File: src/rtl/csr_pkg.sv
// csr_pkg: shared constants for the machine/user CSR file and trap controller.
// Holds CSR addresses, mstatus field positions, trap cause codes, privilege
// encodings, mtvec modes and the small legalisation helpers used on writes.
package csr_pkg;

  // CSR addresses
  localparam logic [11:0] CSR_MSTATUS  = 12'h300;
  localparam logic [11:0] CSR_MISA     = 12'h301;
  localparam logic [11:0] CSR_MIE      = 12'h304;
  localparam logic [11:0] CSR_MTVEC    = 12'h305;
  localparam logic [11:0] CSR_MSCRATCH = 12'h340;
  localparam logic [11:0] CSR_MEPC     = 12'h341;
  localparam logic [11:0] CSR_MCAUSE   = 12'h342;
  localparam logic [11:0] CSR_MTVAL    = 12'h343;
  localparam logic [11:0] CSR_MIP      = 12'h344;
  localparam logic [11:0] CSR_MCYCLE   = 12'hB00;
  localparam logic [11:0] CSR_MINSTRET = 12'hB02;
  localparam logic [11:0] CSR_MHARTID  = 12'hF14;

  // mstatus field positions
  localparam int unsigned MSTATUS_MIE    = 3;
  localparam int unsigned MSTATUS_MPIE   = 7;
  localparam int unsigned MSTATUS_MPP_LO = 11;
  localparam int unsigned MSTATUS_MPP_HI = 12;

  // Trap cause codes (exceptions and interrupts share the 4-bit code field)
  localparam logic [3:0] CAUSE_ILLEGAL = 4'd2;
  localparam logic [3:0] CAUSE_BREAK   = 4'd3;
  localparam logic [3:0] CAUSE_ECALL_U = 4'd8;
  localparam logic [3:0] CAUSE_ECALL_M = 4'd11;
  localparam logic [3:0] IRQ_SOFT      = 4'd3;
  localparam logic [3:0] IRQ_TIMER     = 4'd7;
  localparam logic [3:0] IRQ_EXT       = 4'd11;

  // Privilege encodings
  localparam logic [1:0] PRIV_U = 2'b00;
  localparam logic [1:0] PRIV_M = 2'b11;

  // mtvec modes
  localparam logic [1:0] MTVEC_DIRECT   = 2'b00;
  localparam logic [1:0] MTVEC_VECTORED = 2'b01;

  // Only M and U exist, so any other MPP value collapses to U.
  function automatic logic [1:0] legal_mpp(input logic [1:0] v);
    return (v == PRIV_M) ? PRIV_M : PRIV_U;
  endfunction

  // Reserved modes (2 and 3) fall back to direct.
  function automatic logic [1:0] legal_mtvec_mode(input logic [1:0] m);
    return m[1] ? MTVEC_DIRECT : m;
  endfunction

endpackage

File: src/rtl/sys_ops_if.sv
// sys_ops_if: decoded system-instruction bundle from decode to the CSR/trap unit.
// Fields: csrrw/csrrs/csrrc/ecall/ebreak/mret one-hot op flags, csr_addr[11:0].
// Modports: src (decoder side, drives), dst (CSR unit side, consumes).
interface sys_ops_if;
  logic        csrrw_op;
  logic        csrrs_op;
  logic        csrrc_op;
  logic        ecall_op;
  logic        ebreak_op;
  logic        mret_op;
  logic [11:0] csr_addr;

  modport src (output csrrw_op, csrrs_op, csrrc_op, ecall_op, ebreak_op, mret_op, csr_addr);
  modport dst (input  csrrw_op, csrrs_op, csrrc_op, ecall_op, ebreak_op, mret_op, csr_addr);
endinterface

File: src/rtl/csr_counter.sv
// csr_counter: W-bit free-running counter with increment enable and a
// CSR write port that overrides the increment in the same cycle.
// Ports: clk_i, rst_i (async, active-high), inc_i, we_i, wdata_i[W-1:0],
//        count_o[W-1:0] (current value, wraps from all-ones to zero).
module csr_counter #(
  parameter int unsigned W = 64
) (
  input  logic         clk_i,
  input  logic         rst_i,
  input  logic         inc_i,
  input  logic         we_i,
  input  logic [W-1:0] wdata_i,
  output logic [W-1:0] count_o
);

  logic [W-1:0] count_q, count_d;

  // Next count: a software write beats the increment.
  always_comb begin
    if (we_i) begin
      count_d = wdata_i;
    end else if (inc_i) begin
      count_d = count_q + W'(1);
    end else begin
      count_d = count_q;
    end
  end

  // Counter register.
  always_ff @(posedge clk_i or posedge rst_i) begin
    if (rst_i) begin
      count_q <= '0;
    end else begin
      count_q <= count_d;
    end
  end

  assign count_o = count_q;

endmodule

File: src/rtl/csr_trap_unit_chk.sv
// csr_trap_unit_chk: protocol checker for the CSR/trap unit.
// Ports: clk_i, rst_i, retire_i, trap_en_i.
module csr_trap_unit_chk (
  input logic clk_i,
  input logic rst_i,
  input logic retire_i,
  input logic trap_en_i
);

  // A trapping instruction is squashed by the caller, so it must never retire.
  retire_on_trap_a: assert property (@(posedge clk_i) disable iff (rst_i) !(retire_i && trap_en_i));

endmodule

File: src/rtl/csr_trap_unit.sv
// csr_trap_unit: M/U-mode CSR file and trap controller for the execute stage.
// Ports: clk, rst (async, active-high); sys_ops (decoded op bundle);
//   valid (instruction at execute), retire (instruction retired), pc, data1 (rs1),
//   imm (zero-extended uimm), with_imm (select imm as write source),
//   irq_ext/irq_soft/irq_timer (level interrupts);
//   csr_data (old CSR value for rd), trap_en/trap_pc (fetch redirect), priv.
// Outputs are combinational from pre-update state; all state changes land
// on the next clock edge.
module csr_trap_unit
  import csr_pkg::*;
#(
  parameter int unsigned     XLEN      = 64,  // 32 or 64
  parameter logic [XLEN-1:0] HARTID    = '0,
  parameter logic [XLEN-1:0] MTVEC_RST = '0,
  parameter logic [XLEN-1:0] MISA_VAL  = {((XLEN == 64) ? 2'b10 : 2'b01), {(XLEN-28){1'b0}}, 26'h0101100}
) (
  input  logic            clk,
  input  logic            rst,
  sys_ops_if.dst          sys_ops,
  input  logic            valid,
  input  logic            retire,
  input  logic [XLEN-1:0] pc,
  input  logic [XLEN-1:0] data1,
  input  logic [XLEN-1:0] imm,
  input  logic            with_imm,
  input  logic            irq_ext,
  input  logic            irq_soft,
  input  logic            irq_timer,
  output logic [XLEN-1:0] csr_data,
  output logic            trap_en,
  output logic [XLEN-1:0] trap_pc,
  output logic [1:0]      priv
);

  localparam logic [XLEN-1:0] IRQ_MASK = XLEN'(12'h888);

  logic [1:0]      priv_q, priv_d;
  logic            st_mie_q, st_mie_d;
  logic            st_mpie_q, st_mpie_d;
  logic [1:0]      st_mpp_q, st_mpp_d;
  logic [XLEN-1:0] mie_q, mie_d, mtvec_q, mtvec_d, mscratch_q, mscratch_d;
  logic [XLEN-1:0] mepc_q, mepc_d, mcause_q, mcause_d, mtval_q, mtval_d;
  logic [XLEN-1:0] mcycle_s, minstret_s, mstatus_s, mip_s, pend_s;
  logic [XLEN-1:0] wdata_s, csr_old_s, csr_new_s, tvec_base_s, exc_tval_s;
  logic            csr_op_s, csr_impl_s, csr_wr_s, csr_ro_s, csr_illegal_s, csr_we_s;
  logic            irq_take_s, exc_s, exc_take_s, mret_take_s, trap_take_s;
  logic [3:0]      irq_code_s, exc_code_s, cause_code_s;

  // Architectural views of mstatus and mip.
  always_comb begin
    mstatus_s = '0;
    mstatus_s[MSTATUS_MIE] = st_mie_q;
    mstatus_s[MSTATUS_MPIE] = st_mpie_q;
    mstatus_s[MSTATUS_MPP_HI:MSTATUS_MPP_LO] = st_mpp_q;
    mip_s = '0;
    mip_s[IRQ_SOFT] = irq_soft;
    mip_s[IRQ_TIMER] = irq_timer;
    mip_s[IRQ_EXT] = irq_ext;
  end

  assign csr_op_s = sys_ops.csrrw_op | sys_ops.csrrs_op | sys_ops.csrrc_op;
  assign wdata_s  = with_imm ? imm : data1;
  // Set/clear with a zero operand only reads, so it may target read-only CSRs.
  assign csr_wr_s = sys_ops.csrrw_op | ((sys_ops.csrrs_op | sys_ops.csrrc_op) & (wdata_s != '0));
  assign csr_ro_s = (sys_ops.csr_addr[11:10] == 2'b11) || (sys_ops.csr_addr == CSR_MISA) ||
                    (sys_ops.csr_addr == CSR_MIP);

  // CSR read mux and implemented-address decode.
  always_comb begin
    csr_old_s  = '0;
    csr_impl_s = 1'b1;
    case (sys_ops.csr_addr)
      CSR_MSTATUS:  csr_old_s = mstatus_s;
      CSR_MISA:     csr_old_s = MISA_VAL;
      CSR_MIE:      csr_old_s = mie_q;
      CSR_MTVEC:    csr_old_s = mtvec_q;
      CSR_MSCRATCH: csr_old_s = mscratch_q;
      CSR_MEPC:     csr_old_s = mepc_q;
      CSR_MCAUSE:   csr_old_s = mcause_q;
      CSR_MTVAL:    csr_old_s = mtval_q;
      CSR_MIP:      csr_old_s = mip_s;
      CSR_MCYCLE:   csr_old_s = mcycle_s;
      CSR_MINSTRET: csr_old_s = minstret_s;
      CSR_MHARTID:  csr_old_s = HARTID;
      default:      csr_impl_s = 1'b0;
    endcase
  end

  assign csr_illegal_s = csr_op_s && (!csr_impl_s || (sys_ops.csr_addr[9:8] > priv_q) ||
                                      (csr_wr_s && csr_ro_s));
  assign csr_new_s = sys_ops.csrrw_op ? wdata_s :
                     sys_ops.csrrs_op ? (csr_old_s | wdata_s) : (csr_old_s & ~wdata_s);

  // Interrupt decision uses pre-update MIE/priv, so a same-cycle write cannot mask it.
  assign pend_s     = mip_s & mie_q;
  assign irq_take_s = valid && ((priv_q == PRIV_U) || st_mie_q) && (pend_s != '0);

  // Fixed interrupt priority: external, then software, then timer.
  always_comb begin
    if (pend_s[IRQ_EXT]) begin
      irq_code_s = IRQ_EXT;
    end else if (pend_s[IRQ_SOFT]) begin
      irq_code_s = IRQ_SOFT;
    end else begin
      irq_code_s = IRQ_TIMER;
    end
  end

  // Synchronous exception detection; decode guarantees at most one op.
  always_comb begin
    exc_s      = 1'b0;
    exc_code_s = CAUSE_ILLEGAL;
    exc_tval_s = '0;
    if (csr_illegal_s || (sys_ops.mret_op && (priv_q == PRIV_U))) begin
      exc_s = 1'b1;
    end else if (sys_ops.ecall_op) begin
      exc_s      = 1'b1;
      exc_code_s = (priv_q == PRIV_U) ? CAUSE_ECALL_U : CAUSE_ECALL_M;
    end else if (sys_ops.ebreak_op) begin
      exc_s      = 1'b1;
      exc_code_s = CAUSE_BREAK;
      exc_tval_s = pc;
    end else begin
      exc_s = 1'b0;
    end
  end

  assign exc_take_s   = valid && !irq_take_s && exc_s;
  assign mret_take_s  = valid && !irq_take_s && sys_ops.mret_op && (priv_q == PRIV_M);
  assign trap_take_s  = irq_take_s || exc_take_s;
  assign csr_we_s     = valid && !irq_take_s && csr_op_s && csr_wr_s && !csr_illegal_s;
  assign cause_code_s = irq_take_s ? irq_code_s : exc_code_s;
  assign tvec_base_s  = {mtvec_q[XLEN-1:2], 2'b00};

  // Redirect and rd data; reset masks them so a mid-reset op has no visible effect.
  always_comb begin
    trap_en  = !rst && (trap_take_s || mret_take_s);
    csr_data = '0;
    trap_pc  = '0;
    if (!rst && valid && !irq_take_s && csr_op_s && !csr_illegal_s) begin
      csr_data = csr_old_s;
    end else begin
      csr_data = '0;
    end
    if (rst) begin
      trap_pc = '0;
    end else if (mret_take_s) begin
      trap_pc = mepc_q;
    end else if (irq_take_s && (mtvec_q[1:0] == MTVEC_VECTORED)) begin
      trap_pc = tvec_base_s + XLEN'({irq_code_s, 2'b00});
    end else if (trap_take_s) begin
      trap_pc = tvec_base_s;
    end else begin
      trap_pc = '0;
    end
  end

  // Next-state for privilege and CSRs: trap entry, then mret, then CSR write.
  always_comb begin
    priv_d     = priv_q;
    st_mie_d   = st_mie_q;
    st_mpie_d  = st_mpie_q;
    st_mpp_d   = st_mpp_q;
    mie_d      = mie_q;
    mtvec_d    = mtvec_q;
    mscratch_d = mscratch_q;
    mepc_d     = mepc_q;
    mcause_d   = mcause_q;
    mtval_d    = mtval_q;
    if (trap_take_s) begin
      mepc_d    = {pc[XLEN-1:1], 1'b0};
      mcause_d  = {irq_take_s, {(XLEN-5){1'b0}}, cause_code_s};
      mtval_d   = irq_take_s ? mtval_q : exc_tval_s;
      st_mpie_d = st_mie_q;
      st_mie_d  = 1'b0;
      st_mpp_d  = priv_q;
      priv_d    = PRIV_M;
    end else if (mret_take_s) begin
      st_mie_d  = st_mpie_q;
      st_mpie_d = 1'b1;
      priv_d    = st_mpp_q;
      st_mpp_d  = PRIV_U;
    end else if (csr_we_s) begin
      case (sys_ops.csr_addr)
        CSR_MSTATUS: begin
          st_mie_d  = csr_new_s[MSTATUS_MIE];
          st_mpie_d = csr_new_s[MSTATUS_MPIE];
          st_mpp_d  = legal_mpp(csr_new_s[MSTATUS_MPP_HI:MSTATUS_MPP_LO]);
        end
        CSR_MIE:      mie_d      = csr_new_s & IRQ_MASK;
        CSR_MTVEC:    mtvec_d    = {csr_new_s[XLEN-1:2], legal_mtvec_mode(csr_new_s[1:0])};
        CSR_MSCRATCH: mscratch_d = csr_new_s;
        CSR_MEPC:     mepc_d     = {csr_new_s[XLEN-1:1], 1'b0};
        CSR_MCAUSE:   mcause_d   = csr_new_s;
        CSR_MTVAL:    mtval_d    = csr_new_s;
        default:      mtval_d    = mtval_q;  // counters are written through their own instances
      endcase
    end else begin
      priv_d = priv_q;
    end
  end

  // Architectural state registers.
  always_ff @(posedge clk or posedge rst) begin
    if (rst) begin
      priv_q     <= PRIV_M;
      st_mie_q   <= 1'b0;
      st_mpie_q  <= 1'b0;
      st_mpp_q   <= PRIV_U;
      mie_q      <= '0;
      mtvec_q    <= MTVEC_RST;
      mscratch_q <= '0;
      mepc_q     <= '0;
      mcause_q   <= '0;
      mtval_q    <= '0;
    end else begin
      priv_q     <= priv_d;
      st_mie_q   <= st_mie_d;
      st_mpie_q  <= st_mpie_d;
      st_mpp_q   <= st_mpp_d;
      mie_q      <= mie_d;
      mtvec_q    <= mtvec_d;
      mscratch_q <= mscratch_d;
      mepc_q     <= mepc_d;
      mcause_q   <= mcause_d;
      mtval_q    <= mtval_d;
    end
  end

  csr_counter #(.W(XLEN)) u_mcycle (
    .clk_i(clk), .rst_i(rst), .inc_i(1'b1),
    .we_i(csr_we_s && (sys_ops.csr_addr == CSR_MCYCLE)),
    .wdata_i(csr_new_s), .count_o(mcycle_s)
  );

  csr_counter #(.W(XLEN)) u_minstret (
    .clk_i(clk), .rst_i(rst), .inc_i(retire),
    .we_i(csr_we_s && (sys_ops.csr_addr == CSR_MINSTRET)),
    .wdata_i(csr_new_s), .count_o(minstret_s)
  );

  csr_trap_unit_chk u_chk (
    .clk_i(clk), .rst_i(rst), .retire_i(retire), .trap_en_i(trap_en)
  );

  assign priv = priv_q;

endmodule

File: src/flat_wrapper.sv
// flat-port wrapper written by rule: the top's interface ports become plain ports
module csr_trap_unit_flat import csr_pkg::*;
#(
  parameter int unsigned     XLEN      = 64,             
  parameter logic [XLEN-1:0] HARTID    = '0,
  parameter logic [XLEN-1:0] MTVEC_RST = '0,
  parameter logic [XLEN-1:0] MISA_VAL  = {((XLEN == 64) ? 2'b10 : 2'b01), {(XLEN-28){1'b0}}, 26'h0101100}
)
  (clk, rst, valid, retire, pc, data1, imm, with_imm, irq_ext, irq_soft, irq_timer, csr_data, trap_en, trap_pc, priv, sys_ops_csrrw_op, sys_ops_csrrs_op, sys_ops_csrrc_op, sys_ops_ecall_op, sys_ops_ebreak_op, sys_ops_mret_op, sys_ops_csr_addr);
  sys_ops_if sys_ops_i ();
  input  logic clk;
  input  logic rst;
  input  logic valid;
  input  logic retire;
  input  logic [XLEN-1:0] pc;
  input  logic [XLEN-1:0] data1;
  input  logic [XLEN-1:0] imm;
  input  logic with_imm;
  input  logic irq_ext;
  input  logic irq_soft;
  input  logic irq_timer;
  output logic [XLEN-1:0] csr_data;
  output logic trap_en;
  output logic [XLEN-1:0] trap_pc;
  output logic [1:0] priv;
  input wire logic [$bits(sys_ops_i.csrrw_op)-1:0] sys_ops_csrrw_op;
  input wire logic [$bits(sys_ops_i.csrrs_op)-1:0] sys_ops_csrrs_op;
  input wire logic [$bits(sys_ops_i.csrrc_op)-1:0] sys_ops_csrrc_op;
  input wire logic [$bits(sys_ops_i.ecall_op)-1:0] sys_ops_ecall_op;
  input wire logic [$bits(sys_ops_i.ebreak_op)-1:0] sys_ops_ebreak_op;
  input wire logic [$bits(sys_ops_i.mret_op)-1:0] sys_ops_mret_op;
  input wire logic [$bits(sys_ops_i.csr_addr)-1:0] sys_ops_csr_addr;
  assign sys_ops_i.csrrw_op = sys_ops_csrrw_op;
  assign sys_ops_i.csrrs_op = sys_ops_csrrs_op;
  assign sys_ops_i.csrrc_op = sys_ops_csrrc_op;
  assign sys_ops_i.ecall_op = sys_ops_ecall_op;
  assign sys_ops_i.ebreak_op = sys_ops_ebreak_op;
  assign sys_ops_i.mret_op = sys_ops_mret_op;
  assign sys_ops_i.csr_addr = sys_ops_csr_addr;
  csr_trap_unit #(.XLEN(XLEN), .HARTID(HARTID), .MTVEC_RST(MTVEC_RST), .MISA_VAL(MISA_VAL)) u_core (.clk(clk), .rst(rst), .sys_ops(sys_ops_i), .valid(valid), .retire(retire), .pc(pc), .data1(data1), .imm(imm), .with_imm(with_imm), .irq_ext(irq_ext), .irq_soft(irq_soft), .irq_timer(irq_timer), .csr_data(csr_data), .trap_en(trap_en), .trap_pc(trap_pc), .priv(priv));
endmodule
File: config.mk
export PLATFORM = sky130hd
export DESIGN_NAME = csr_trap_unit_flat
export DESIGN_NICKNAME = d
export VERILOG_FILES = /design/src/rtl/csr_pkg.sv /design/src/rtl/sys_ops_if.sv /design/src/rtl/csr_counter.sv /design/src/rtl/csr_trap_unit_chk.sv /design/src/rtl/csr_trap_unit.sv /design/src/flat_wrapper.sv
export SDC_FILE = /design/constraint.sdc
export NUM_CORES = 2
export LEC_CHECK = 0
export ABC_CLOCK_PERIOD_IN_PS = 62200
export BUFFER_PORTS_ARGS = -buffer_cell sky130_fd_sc_hd__buf_2
export CORE_MARGIN = 4
export CORE_UTILIZATION = 35
export DETAILED_ROUTE_END_ITERATION = 7
export PLACE_DENSITY_LB_ADDON = 0.3
export SLEW_MARGIN = 15
export SYNTH_ARGS = -nofsm -noshare
export SYNTH_HDL_FRONTEND = slang
export SYNTH_SLANG_ARGS = --single-unit
File: constraint.sdc
create_clock -name clk -period 62.2 [get_ports clk]
set_clock_uncertainty 0.1 [all_clocks]
set_input_delay 18.66 -clock clk [delete_from_list [all_inputs] [get_ports clk]]
set_output_delay 18.66 -clock clk [all_outputs]
set_load 0.02 [all_outputs]
==> reports/metrics.csv <==
stage;metric;value;unit
floorplanning;I/O pin count;349;
final_layout;Multi-input gate area;14700;um2
sta;Final min period;42.44;ns
clock_tree;Worst-path clk slew;0.06;ns
sta;Max Freq;23.6;MHz
worst_setup_path;WP data arrival;23.68;ns
final_layout;Fill cells;7869;
logic_synthesis;Mapped Cells;3330;
sta;Worst slew margin;0.141;
floorplanning;initial core utilization;0.355;
global_route;grt total ovfl;0;
global_route;global routing usage on met3;0.0581;
logic_synthesis;fraction of the yosys area taken by sequential cells;0.420;
worst_setup_path;most frequent CP cell;buf_4;
placed_design;DP Wirelength;78400;um
worst_setup_path;critical setup path kind;input port to output pin;
worst_setup_path;Cell Chain, Critical Path;buf_4 -> buf_4 -> nor4b_1 -> nand3_1 -> a221oi_1 -> nand3_1 -> a31o_4 -> o21ai_4 -> buf_4 -> a211oi_1 -> buf_2;
power;Leak Pwr;13.0;nW
worst_setup_path;crit end category;output pin;
detailed_routing;total routed wirelength;112000;um
logic_synthesis;Synth Area per Inst;8.14;um2
clock_tree;hold_buf cts;0;
clock_tree;Clock Latency Late Sink;0.60;ns
logic_synthesis;Mapped Nets;3555;
detailed_routing;initial DRC count;3205;
clock_tree;number of clock buffers inserted by TritonCTS;51;
worst_hold_path;Hold Crit Class;flop to flop;
logic_synthesis;top-area cell type share of the netlist area;0.418;
worst_setup_path;CP Max Fanout;53;
clock_tree;post-cts sizing count;0;
power;P_sw;0.194;mW
final_layout;Area growth syn-to-layout;15.0;%
sta;fin crit share;0.682;
clock_tree;clk sinks;455;
global_route;total track usage;0.263;
detailed_routing;vias per cell;5.82;
placed_design;port buffer count;347;
power;Max VDD drop;0.0196;mV
worst_setup_path;CP bufs+invs;4;
global_route;busiest layer in global routing;met2;
flow_run;max cap viols;0;
worst_setup_path;CP startpoint kind;input port;
global_route;number of global-route vias before repair;24900;
sta;RSZ-0062 raised after global routing;false;
detailed_routing;Routed WL per cell;24.5;um
global_route;met1 usage;0.360;
sta;setup_tns;0;ns
power;Pwr per Cell Area;22.6;nW/um2
global_route;M2 GR Usage;0.419;
worst_setup_path;Slowest-stage cell, CP;o21ai_4;
worst_setup_path;crit-path max cell delay;0.84;ns
logic_synthesis;Area contributors post-synth;dfrtp_1 (42%), nor2_1 (8.6%), a21oi_1 (7.1%);
final_layout;share of layout cells above drive strength 1;0.140;
floorplanning;Die Ht;286;um
power;Flop pwr share;0.456;
clock_tree;H-tree depth;2;
floorplanning;row count;101;
placed_design;gp weighted congestion;0.907;
clock_tree;postcts setup bufs;0;
power;sw frac;0.276;
worst_setup_path;Critical Path RT;43.44;ns
sta;setup violators final;0;
power;clock network fraction of design power;0.428;
sta;Worst Max-Slew Pin Slew;1.28;ns
detailed_routing;# DRC;3;
global_route;initial antenna violation count;12;
outcome;status;finished with violations;
floorplanning;Core Area;76300;um2
worst_setup_path;CP delay by family, top;compound AO/OA/AOI/OAI gates;
clock_tree;CTS Buffer Depth;3;
floorplanning;Die ar.;82000;um2
logic_synthesis;Yosys top cell by area;dfrtp_1;
logic_synthesis;EDFF count, synth;0;
sta;Fin. Hold Viols;0;
final_layout;final net count;3740;
final_layout;FF+latch area;11400;um2
detailed_routing;Pre-antenna DRT Iters;8;
logic_synthesis;Ys Warns;0;
clock_tree;clk root buf;clkbuf_16;
logic_synthesis;post-synthesis register bit count;455;
power;total power;0.704;mW
detailed_routing;Final ANT Viol Nets;0;
floorplanning;Die W;286;um
clock_tree;CTS tree;built;
detailed_routing;DR vias;26700;
logic_synthesis;Mapped Area;27100;um2
sta;Slew Limit Fails;0;
outcome;failing checks;DRC;
final_layout;Final Util;0.409;
logic_synthesis;top_reg_cell synth;dfrtp_1;
logic_synthesis;Cell variety after synth;71;
power;Power Internal;0.510;mW
global_route;largest net degree at the start of global routing;171;
logic_synthesis;Post-synth ARST share;1.00;
power;Comb pwr share;0.116;
global_route;first-pass GRT wire length;165000;um
worst reg2reg max path: stages (launching register included):
cell	delay, ns
dfstp_2	0.61
inv_1	0.07
ha_1	0.28
nor2b_1	0.13
o21ai_0	0.30
o211ai_1	0.26
nand2_1	0.28
nand3_1	0.43
or4b_4	0.91
buf_4	0.55
nand2_1	0.25
o21ai_1	0.07
cell families (layout without fill, tap and decap cells):
group | count (synthesis) | after routing | synth area share
AOI/OAI and AO/OA | 939 | 939 | 0.215
xor gates and xnor gates | 184 | 184 | 0.0594
adders and majority gates | 7 | 7 | 0.00323
buffers and inverters | 285 | 502 | 0.0425
DFF | 455 | 455 | 0.420
muxes | 82 | 82 | 0.0312
other | 1 | 6 | 0.000138
and+or+nand+nor | 1377 | 1377 | 0.228
state kept, by name, indices dropped and copies added (netlist names), 3 cells and up:
signal	count
u_core.mie_q	3
u_core.u_minstret.count_o	64
u_core.mepc_q	63
u_core.mscratch_q	64
u_core.mtval_q	64
u_core.mcause_q	64
u_core.mtvec_q	63
u_core.u_mcycle.count_o	64
area by class of cell:
cell class | instances | area share
repair buffers | 386 | 0.0659
well taps | 1030 | 0.0413
multi-input cells | 2590 | 0.471
flip-flops and latches | 455 | 0.365
diodes | 5 | 0.000401
clock buffers | 77 | 0.0493
inverters | 31 | 0.00397
clock inverters | 8 | 0.00289
stage by stage:
stage / hold WS [ns] / setup WS, ns / std cells / area (um2)
after CTS: 0.389 / 19.77 / 4577 / 31200
after floorplan: 0.350 / 12.25 / 3330 / 27100
after detailed placement: 0.376 / 19.77 / 4492 / 29600
after global placement: 0.368 / 19.92 / 4492 / 29600
after global routing: 0.409 / 19.43 / 4579 / 31200
final: 0.384 / 19.76 / 4582 / 31200
layer usage:
layer	up-vias	wire length [um]	part of all wire
li1	12300	-	-
met3	211	10500	0.094
met4	10	3500	0.031
met5	-	71	0.00063
met2	1266	51200	0.46
met1	12900	47100	0.42
power groups by stage:
stage                     sequential (mW)  combinational [mW]  clock, mW
final                               0.321              0.0817      0.302
after global routing                0.322              0.0897      0.318
after CTS                           0.321              0.0815      0.306
after detailed placement            0.326              0.0811          0
after global placement              0.326              0.0804          0
after floorplan                     0.320              0.0506          0
placed cells by master, fill, tap and decap left out, drive strengths merged, types with 79 or more instances in the layout:
cell and instances:
a21oi 382, xnor2 106, and3 102, nand3 83, buf 386, dfrtp 453
a22oi 121, mux2i 79, nand2 346, nor2 623, o21ai 202
cell usage after synthesis, types with 61 or more instances:
master / number
a211oi_1: 66
a21oi_1: 382
a222oi_1: 61
a22oi_1: 121
and3_1: 102
clkbuf_1: 200
dfrtp_1: 453
mux2i_1: 79
nand2_1: 346
nand3_1: 83
nor2_1: 623
o21ai_0: 62
o21ai_1: 140
o22a_1: 66
xnor2_1: 106
xor2_1: 78
path summary, 6_finish.rpt:
path | startpoint | cells after the start | endpoint | slack, ns
worst max-delay path | with_imm | 11 | trap_pc[37] | 19.76
worst min-delay path | u_core.mscratch_q[30]$_DFFE_PP0P_ | 2 | u_core.mscratch_q[30]$_DFFE_PP0P_ | 0.38
worst max register to register | u_core.priv[1]$_DFFE_PP1N_ | 11 | u_core.mscratch_q[22]$_DFFE_PP0P_ | 57.81
worst min register to register | u_core.mscratch_q[30]$_DFFE_PP0P_ | 2 | u_core.mscratch_q[30]$_DFFE_PP0P_ | 0.38
max in group asynchronous | rst | 3 | u_core.mscratch_q[27]$_DFFE_PP0P_ | 42.20
min in group asynchronous | rst | 2 | u_core.mepc_q[1]$_DFFE_PP0P_ | 18.17
Power figures use the tool's default switching activity.
